### config.mk
export PLATFORM = sky130hd
export DESIGN_NAME = aes128_key_expand
export DESIGN_NICKNAME = d
export VERILOG_FILES = /design/src/rtl/aes128_key_expand.sv
export SDC_FILE = /design/constraint.sdc
export NUM_CORES = 2
export LEC_CHECK = 0
export ABC_AREA = 1
export BUFFER_PORTS_ARGS = -buffer_cell sky130_fd_sc_hd__buf_2
export CELL_PAD_IN_SITES_DETAIL_PLACEMENT = 0
export CELL_PAD_IN_SITES_GLOBAL_PLACEMENT = 1
export CORE_AREA = 3 3 606 608
export CTS_CLUSTER_SIZE = 28
export DETAILED_ROUTE_END_ITERATION = 8
export DIE_AREA = 0 0 609 611
export PLACE_DENSITY = 0.57
export RECOVER_POWER = 25
export SLEW_MARGIN = 30
export SYNTH_ARGS = -nofsm -noshare
export SYNTH_HDL_FRONTEND = slang
export SYNTH_SLANG_ARGS = --single-unit
### constraint.sdc
create_clock -name i_Clk -period 3.7 [get_ports i_Clk]
set_input_delay 0 -clock i_Clk [delete_from_list [all_inputs] [get_ports i_Clk]]
set_output_delay 0 -clock i_Clk [all_outputs]
set_load 0.01 [all_outputs]
### src/rtl/aes128_key_expand.sv
// AES-128 key schedule generator (FIPS-197 key expansion).
// Builds one round key per clock from a latched cipher key and keeps the full
// 11-key bundle stable until the next accepted start.
// Round key r sits at o_Key[1407-128r -: 128], so round key 0 occupies the top slot.
module aes128_key_expand #(
  parameter int NR = 10
) (
  input  logic                  i_Clk,
  input  logic                  i_Rst,
  input  logic [127:0]          i_Key,
  input  logic                  i_fStart,
  output logic [128*(NR+1)-1:0] o_Key,
  output logic                  o_fBusy,
  output logic                  o_fDone,
  output logic                  o_fKeyValid
);

  // Forward S-box, byte 0x00 in the most significant position.
  localparam logic [2047:0] SBOX = {
    128'h637c777bf26b6fc53001672bfed7ab76,
    128'hca82c97dfa5947f0add4a2af9ca472c0,
    128'hb7fd9326363ff7cc34a5e5f171d83115,
    128'h04c723c31896059a071280e2eb27b275,
    128'h09832c1a1b6e5aa0523bd6b329e32f84,
    128'h53d100ed20fcb15b6acbbe394a4c58cf,
    128'hd0efaafb434d338545f9027f503c9fa8,
    128'h51a3408f929d38f5bcb6da2110fff3d2,
    128'hcd0c13ec5f974417c4a77e3d645d1973,
    128'h60814fdc222a908846eeb814de5e0bdb,
    128'he0323a0a4906245cc2d3ac629195e479,
    128'he7c8376d8dd54ea96c56f4ea657aae08,
    128'hba78252e1ca6b4c6e8dd741f4bbd8b8a,
    128'h703eb5664803f60e613557b986c11d9e,
    128'he1f8981169d98e949b1e87e9ce5528df,
    128'h8ca1890dbfe6426841992d0fb054bb16
  };

  localparam logic [3:0] LAST_ROUND = 4'(NR);

  typedef enum logic [1:0] {
    IDLE   = 2'd0,
    EXPAND = 2'd1,
    DONE   = 2'd2
  } state_t;

  state_t       state;
  state_t       state_next;
  logic [3:0]   round;
  logic [7:0]   rcon;
  logic [127:0] w;
  logic [127:0] w_next;
  logic [31:0]  rot_word;
  logic [31:0]  t;
  logic [31:0]  n0;
  logic [31:0]  n1;
  logic [31:0]  n2;
  logic [31:0]  n3;

  // Byte a is stored at bit offset 8*(255-a), which is {~a, 3'b000}.
  function automatic logic [7:0] sub_byte(input logic [7:0] b);
    logic [10:0] lo;
    lo = {~b, 3'b000};
    return SBOX[lo +: 8];
  endfunction

  function automatic logic [31:0] sub_word(input logic [31:0] x);
    return {sub_byte(x[31:24]), sub_byte(x[23:16]), sub_byte(x[15:8]), sub_byte(x[7:0])};
  endfunction

  // Multiply by x in GF(2^8) with the AES reduction polynomial.
  function automatic logic [7:0] xtime(input logic [7:0] b);
    return {b[6:0], 1'b0} ^ (b[7] ? 8'h1b : 8'h00);
  endfunction

  // One round of the schedule: derive the next four words from the current ones.
  always_comb begin
    rot_word = {w[23:0], w[31:24]};
    t        = sub_word(rot_word) ^ {rcon, 24'h000000};
    n0       = w[127:96] ^ t;
    n1       = w[95:64]  ^ n0;
    n2       = w[63:32]  ^ n1;
    n3       = w[31:0]   ^ n2;
    w_next   = {n0, n1, n2, n3};
  end

  // State register.
  always_ff @(posedge i_Clk or negedge i_Rst) begin
    if (!i_Rst) begin
      state <= IDLE;
    end else begin
      state <= state_next;
    end
  end

  // Next-state logic; busy and done are decoded straight from the state.
  always_comb begin
    state_next = state;
    o_fBusy    = 1'b0;
    o_fDone    = 1'b0;
    case (state)
      IDLE: begin
        if (i_fStart) begin
          state_next = EXPAND;
        end
      end
      EXPAND: begin
        o_fBusy = 1'b1;
        if (round == LAST_ROUND) begin
          state_next = DONE;
        end
      end
      DONE: begin
        o_fDone    = 1'b1;
        state_next = IDLE;
      end
      default: begin
        state_next = IDLE;
      end
    endcase
  end

  // Datapath: latch the key on start, then write one round-key slot per clock.
  always_ff @(posedge i_Clk or negedge i_Rst) begin
    if (!i_Rst) begin
      round       <= 4'd0;
      rcon        <= 8'h01;
      w           <= '0;
      o_Key       <= '0;
      o_fKeyValid <= 1'b0;
    end else begin
      case (state)
        IDLE: begin
          if (i_fStart) begin
            o_Key[128*NR +: 128] <= i_Key;
            w                    <= i_Key;
            round                <= 4'd1;
            rcon                 <= 8'h01;
            o_fKeyValid          <= 1'b0;
          end
        end
        EXPAND: begin
          w    <= w_next;
          rcon <= xtime(rcon);
          for (int r = 1; r <= NR; r++) begin
            if (round == 4'(r)) begin
              o_Key[128*(NR-r) +: 128] <= w_next;
            end
          end
          if (round == LAST_ROUND) begin
            round       <= 4'd0;
            o_fKeyValid <= 1'b1;
          end else begin
            round <= round + 4'd1;
          end
        end
        default: begin
          round <= round;
        end
      endcase
    end
  end

endmodule
# ---- After elaboration in Yosys (flattened, before gate mapping)
# Cells that the tools add are included.
dict set report word_totals {
  inputBits 131
  wordCells 77
  ff_bits 1551
}
dict set report op_classes {
  bitwise_logic 10
  reduce_logical 16
  n_shift 4
  mux 16
  add_sub_neg 1
  n_eq_ne 14
}
# cell count
set ops {}
lappend ops {{$shiftx 2048x12->8 const A} 4}
lappend ops {{$pmux 128 s2} 1}
lappend ops {{$xor 32x32->32} 5}
lappend ops {{$mux 128} 1}
lappend ops {{$not 8->8} 4}
lappend ops {{$reduce_and 2->1} 13}
lappend ops {{$eq 4x3->1 const B} 4}
lappend ops {{$pmux 8 s2} 1}
lappend ops {{$eq 4x4->1 const B} 3}
lappend ops {{$eq 4x2->1 const B} 2}
lappend ops {{$mux 4} 2}
lappend ops {{$mux 8} 1}
lappend ops {{$pmux 4 s2} 1}
lappend ops {{$xor 8x5->8} 1}
lappend ops {{$mux 5} 1}
lappend ops {{$add 4x1->4 const B} 1}
lappend ops {{$eq 4x1->1 const B} 1}
lappend ops {{$mux 1} 4}
lappend ops {{$mux 2} 2}
lappend ops {{$ne 2x2->1 const B} 2}
lappend ops {{$pmux 2 s2} 1}
lappend ops {{$reduce_and 3->1} 1}
lappend ops {{$eq 2x1->1 const B} 1}
lappend ops {{$eq 2x2->1 const B} 1}
lappend ops {{other kinds (3)} 3}

# ---- Longest topological paths before layout
dict set report depth {
  depth_word 8
  mapped_depth 24
}

# ---- Worst setup path before layout
# No wires, ideal clock.
dict set report synth_timing {
  path_type {reg2reg}
  start {register w[8]}
  end {register o_Key[1040]}
  path_slack_ps 846
  arrival_ps 2735
  setup_ps 118
  required_ps 3582
  path_buffers 4
  stages_incl_launch_ff 21
  cell_sequence {dfrtp_1 > buf_4 > clkinv_1 > ha_1 > nand2_1 > buf_2 > nand3_1 > nand3_1 > nand3_1 > nand3_1 > nand2_1 > nand2_1 > nand3_1 > buf_4 > nand3_2 > nand3_2 > nand2_1 > nand2_1 > buf_4 > nand3_1 > nand2_1}
}
dict set report synth_between {
  elab_chain_len 7
}
# item line
set synth_rtl {}
lappend synth_rtl {{start, declared} 50} ;# logic [127:0] w;
lappend synth_rtl {{start signal, assigned} 135} ;# w <= i_Key;
lappend synth_rtl {{start signal, assigned} 142} ;# w <= w_next;
lappend synth_rtl {{$not 8->8} 62} ;# lo = {~b, 3'b000};
lappend synth_rtl {{$shiftx 2048x12->8} 63} ;# return SBOX[lo +: 8];
lappend synth_rtl {{$xor 32x32->32} 78} ;# t = sub_word(rot_word) ^ {rcon, 24'h000000};
lappend synth_rtl {{$xor 32x32->32} 79} ;# n0 = w[127:96] ^ t;
lappend synth_rtl {{$xor 32x32->32} 80} ;# n1 = w[95:64] ^ n0;
lappend synth_rtl {{$xor 32x32->32} 81} ;# n2 = w[63:32] ^ n1;
lappend synth_rtl {{$xor 32x32->32} 82} ;# n3 = w[31:0] ^ n2;
lappend synth_rtl {{end signal, assigned by index} 134} ;# o_Key[128*NR +: 128] <= i_Key;
lappend synth_rtl {{end signal, assigned by index} 146} ;# o_Key[128*(NR-r) +: 128] <= w_next;
lappend synth_rtl {{end, declared} 12} ;# output logic [128*(NR+1)-1:0] o_Key,
# No other way between the ends.
# A chain may end at the register's enable or synchronous reset.

# ---- Final worst setup path
dict set report layout_timing {
  start {register w[24]}
  end {register w[2]}
}
dict set report layout_between {
  elab_chain_len 8
}
# item line
set layout_rtl {}
lappend layout_rtl {{$not 8->8} 62}
lappend layout_rtl {{$shiftx 2048x12->8} 63}
lappend layout_rtl {{$xor 32x32->32} 78}
lappend layout_rtl {{$xor 32x32->32} 79}
lappend layout_rtl {{$xor 32x32->32} 80}
lappend layout_rtl {{$xor 32x32->32} 81}
lappend layout_rtl {{$xor 32x32->32} 82}
lappend layout_rtl {{$pmux 128 s2} 131} ;# case (state)
# No other way between the ends.

==> impl_results.md <==
* Final critical-path setup slack at 0.1204 ns
* CP Capture Type: flop
* Count of nets left with antenna violations after detail routing at 0
* Cell-by-cell trace of the critical path: inv_1 > buf_4 > ha_1 > buf_4 > nor2_1 > nor2_1 > nand2_1 > nand2_1 > nand3_1 > nand3_1 > nand3_1 > nand3_1 > nand2_1 > nand2_1 > nand2_1 > nand2_1 > nand2_1 > nand2_1 > buf_4 > nand3_1 > nand2_1
* Global-route usage over all layers at 0.2407
* Min-Delay Path Depth at 4
* Arrival time at the worst endpoint at 4.41 ns
* Vias in the first global route at 70,100
* Placed cell count at 14,980
* Drt total wl at 464.5 mm
* Area of the die at 372,100 um^2
* Area of all sequential standard cells at between 30,000 and 40,000 um^2
* Die width at about 600 um
* Startpoint of the lowest-slack hold path: i_Key[105]
* Core box area at 362,200 um^2
* Initial Utilization at 0.1973
* Post-DR wirelength/cell at 29.91 um
* Highest-delay cell along the critical path: sky130_fd_sc_hd__dfrtp_1
* Launching point of the worst reg2reg path: w[24]$_DFFE_PN0P_
* Net count after synthesis at approximately 9,000
* Initial drt markers at 7,580
* Most used flip-flop cell after synthesis: sky130_fd_sc_hd__dfrtp_1
* Area of all placed cells without fillers at 96,540 um^2
* Count of flip-flops with a built-in enable after synthesis at 0
* Met1 track utilization from global routing at 0.2997
* Hold crit path type: in2reg
* H-Tree Level Count at 4
* CP peak stage delay at 0.38 ns
* Clock buffers created by TritonCTS at 191
* Final clock period utilization by the worst path at 0.9675
* Transition time of the tightest slew-check pin at around 3.2 ns
* Highest fanout seen on the critical path at 10
* Critical Path RT at 4.53 ns
* Total number of vias at 72,530
* Layout Nets at 10,760
* Hold EP: o_Key[1385]$_DFFE_PN0P_
* Largest delay share family, worst path: simple AND/OR/NAND/NOR gates
* Number of remaining DRC errors at 0
* Total overflow reported by the global router at 0
* Final hold vios at 0
* DPL Wire Length at 344.4 mm
* Max-slew headroom at the worst pin at -1.123
* Finish-stage setup viols at 0
* Worst setup SP type: flop
* Status: complete, but fails checks
* Met3 track utilization from global routing at 0.04824
* Area share of the largest cell type after synthesis at 0.5426
* Initial antenna violation count at 71
* Number of different library cells in the post-synthesis netlist at 39
* Clock skew at slightly below 0.1 ns
* Failing checks: capacitance limit, slew limit
* RSZ-0062 raised after global routing: no
* Insertion delay to the later sink of the worst-skew pair at 0.93 ns
* Share of synthesized area occupied by flip-flops and latches at 0.5430
* Ranking of synthesized cells by area: sky130_fd_sc_hd__dfrtp_1, sky130_fd_sc_hd__nand2_1, sky130_fd_sc_hd__nand3_1
* Reg-to-Reg End: w[2]$_DFFE_PN0P_
* Max-slew violation count at 17
* Most frequent cell on the critical path: sky130_fd_sc_hd__nand2_1
* Async SR Flop Fraction at 1.000
* Critical path class: reg2reg
* Clock slew at the register clock pins of the worst setup and hold paths at 0.06 ns
* FILL cells at 39,740
* Growth of design area from synthesis to finish at 35.05%
* Warnings, synthesis at 0
* Highest attainable clock frequency at between 200 and 300 MHz
* FP Rows at 221
* Avg Synthesized Cell Area at 8.080 um^2
* Netlist area before placement at ~70,000 um^2
* Worst slack after detailed placement at -0.04550 ns
* Number of sinks handled by clock tree synthesis at 1,551
* Global-route wire length before repair at 624.6 mm
* Critical path buffers and inverters at 4
* Number of synthesized register bits at 1,551
* Via/cell ratio at between 4 and 5
* Most used routing layer in global routing: met2
* Largest net degree at the start of global routing at 119
* Share of final-layout standard cells stronger than drive strength 1 at 0.2314
* Area after detailed placement at 88,260 um^2
* Hold WS at 0.06610 ns
* Number of cells on the worst reg-to-reg path at 21
* Die height at between 600 and 700 um
* Biggest area consumer among synthesized cells: sky130_fd_sc_hd__dfrtp_1
* Cell chosen for the clock root: sky130_fd_sc_hd__clkbuf_16
* Syn Inst Count at 8,847
* Clock period minus final worst setup slack at 3.580 ns
* Multi-input gate area at 28,260 um^2
* Global-route track usage on met2 at 0.3874
* Weighted congestion at the end of routability-driven global placement at 0.9709
* Number of placed I/O pins at 1,542
* Number of buffers added for setup after CTS at 0
* Port Buffers at approximately 1,500
* Slack of the worst reg-to-reg path at 0.12 ns
* Final instance count without filler cells at 15,530
* Deepest clock path buffer count at 4
* Pre-Repair DR Iteration Count at 6
* Max_cap viols at 1
* CTS tree: yes
-- Yosys cell counts (2+ instances only) --
| cell | number |
|---|---|
| sky130_fd_sc_hd__nand4_1 | 14 |
| sky130_fd_sc_hd__clkbuf_2 | 24 |
| sky130_fd_sc_hd__nand2_4 | 2 |
| sky130_fd_sc_hd__inv_2 | 19 |
| sky130_fd_sc_hd__inv_1 | 355 |
| sky130_fd_sc_hd__buf_2 | 150 |
| sky130_fd_sc_hd__o21ai_0 | 993 |
| sky130_fd_sc_hd__buf_1 | 48 |
| sky130_fd_sc_hd__nand3_2 | 11 |
| sky130_fd_sc_hd__nand2_2 | 17 |
| sky130_fd_sc_hd__nor2_1 | 175 |
| sky130_fd_sc_hd__buf_6 | 15 |
| sky130_fd_sc_hd__nor2_2 | 9 |
| sky130_fd_sc_hd__nand3_1 | 1548 |
| sky130_fd_sc_hd__nand2_1 | 3052 |
| sky130_fd_sc_hd__a31oi_1 | 10 |
| sky130_fd_sc_hd__o221ai_1 | 52 |
| sky130_fd_sc_hd__clkbuf_1 | 431 |
| sky130_fd_sc_hd__dfrtp_1 | 1550 |
| sky130_fd_sc_hd__o22ai_1 | 46 |
| sky130_fd_sc_hd__nor3_1 | 3 |
| sky130_fd_sc_hd__xor2_1 | 8 |
| sky130_fd_sc_hd__a21oi_1 | 112 |
| sky130_fd_sc_hd__clkinv_1 | 5 |
| sky130_fd_sc_hd__buf_4 | 49 |
| sky130_fd_sc_hd__o211ai_1 | 26 |
| sky130_fd_sc_hd__ha_1 | 60 |
| sky130_fd_sc_hd__o21bai_1 | 30 |
| sky130_fd_sc_hd__nand3b_1 | 5 |
| sky130_fd_sc_hd__o21ai_1 | 17 |
| sky130_fd_sc_hd__xnor2_1 | 2 |
| sky130_fd_sc_hd__a21oi_2 | 2 |
-- cells by family (layout without fill, tap and decap cells) --
group                      count (synthesis)  in the layout  share of synthesized area
xor gates and xnor gates                  10             10                   0.001225
adders and majority gates                 60             60                    0.01050
and+or+nand+nor                         4840           4840                     0.2844
AOI/OAI and AO/OA                       1289           1289                    0.09609
buffers and inverters                   1097           2967                    0.06483
DFF                                     1551           1551                     0.5430
other                                      0             22                          0
-- registers in the layout (all words and copies together) (netlist names) --
signal / flops
o_Key: 1408
w: 128
rcon: 8
round: 4
state: 2
o_fKeyValid: 1
-- timing repair --
item                                     CTS  global route
hold buffers                             185             0
hold endpoints to repair                1679             0
pin swaps                                  0             0
endpoints found under the setup margin     1           124
gates resized for setup                    1            16
-- worst register-to-register path, cell delays in order, from the launching register on --
cell and delay [ns]:
sky130_fd_sc_hd__dfrtp_1 0.38, sky130_fd_sc_hd__inv_1 0.08, sky130_fd_sc_hd__buf_4 0.19, sky130_fd_sc_hd__ha_1 0.20, sky130_fd_sc_hd__buf_4 0.17, sky130_fd_sc_hd__nor2_1 0.05
sky130_fd_sc_hd__nor2_1 0.38, sky130_fd_sc_hd__nand2_1 0.19, sky130_fd_sc_hd__nand2_1 0.10, sky130_fd_sc_hd__nand3_1 0.18, sky130_fd_sc_hd__nand3_1 0.15, sky130_fd_sc_hd__nand3_1 0.15
sky130_fd_sc_hd__nand3_1 0.16, sky130_fd_sc_hd__nand2_1 0.08, sky130_fd_sc_hd__nand2_1 0.08, sky130_fd_sc_hd__nand2_1 0.06, sky130_fd_sc_hd__nand2_1 0.09, sky130_fd_sc_hd__nand2_1 0.14
sky130_fd_sc_hd__nand2_1 0.12, sky130_fd_sc_hd__buf_4 0.22, sky130_fd_sc_hd__nand3_1 0.24, sky130_fd_sc_hd__nand2_1 0.12
-- metal layers --
metal | vias up | share of wire
met5 | - | 0.00013
met4 | 8 | 0.068
met3 | 702 | 0.070
met2 | 3228 | 0.46
met1 | 36120 | 0.40
li1 | 32480 | -
-- how the worst max path moves through the flow --
| stage | from | end | slack (ns) | cells past startpoint |
|---|---|---|---|---|
| final | w[24]$_DFFE_PN0P_ | w[2]$_DFFE_PN0P_ | 0.12 | 21 |
| after global routing | w[8]$_DFFE_PN0P_ | o_Key[19]$_DFFE_PN0P_ | 0.006 | 20 |
| after CTS | w[8]$_DFFE_PN0P_ | w[17]$_DFFE_PN0P_ | 0.07 | 19 |
| after detailed placement | w[0]$_DFFE_PN0P_ | o_Key[1098]$_DFFE_PN0P_ | -0.05 | 15 |
| after global placement | w[0]$_DFFE_PN0P_ | o_Key[1098]$_DFFE_PN0P_ | -0.04 | 15 |
| after floorplan | w[8]$_DFFE_PN0P_ | o_Key[1040]$_DFFE_PN0P_ | 0.85 | 20 |
-- layout by cell type (no fill, tap or decap), types with 30 or more instances in the layout --
master and instances:
sky130_fd_sc_hd__dfrtp_1 1543, sky130_fd_sc_hd__o22ai_1 46, sky130_fd_sc_hd__clkbuf_1 62, sky130_fd_sc_hd__o21ai_0 993, sky130_fd_sc_hd__a21oi_1 112, sky130_fd_sc_hd__nand2_1 3027
sky130_fd_sc_hd__buf_12 165, sky130_fd_sc_hd__buf_4 317, sky130_fd_sc_hd__nand2_2 41, sky130_fd_sc_hd__clkbuf_16 192, sky130_fd_sc_hd__dlygate4sd3_1 184, sky130_fd_sc_hd__clkbuf_8 46
sky130_fd_sc_hd__nand3_1 1536, sky130_fd_sc_hd__o21bai_1 30, sky130_fd_sc_hd__o221ai_1 52, sky130_fd_sc_hd__inv_1 338, sky130_fd_sc_hd__ha_1 58, sky130_fd_sc_hd__nor2_1 161
sky130_fd_sc_hd__buf_2 1540
-- stage by stage --
stage,util,setup TNS (ns)
2_1_floorplan,-,0
3_3_place_gp,0.2436,-0.03822
3_5_place_dp,0.2436,-0.04550
4_1_cts,0.2665,0
5_1_grt,0.2664,0
6_report,0.2665,0
-- layout make-up --
type | instances | share of cell area
multi-input combinational | 6199 | 0.2927
clock inverter | 60 | 0.008191
inverter | 380 | 0.01572
clock buffer | 285 | 0.05815
sequential | 1551 | 0.4021
antenna | 22 | 0.0005702
timing repair buffer | 2242 | 0.1604
tap | 4794 | 0.06213
Power is not shown: default switching activity piles up to over one toggle a cycle in this logic, so the estimate is an artifact.
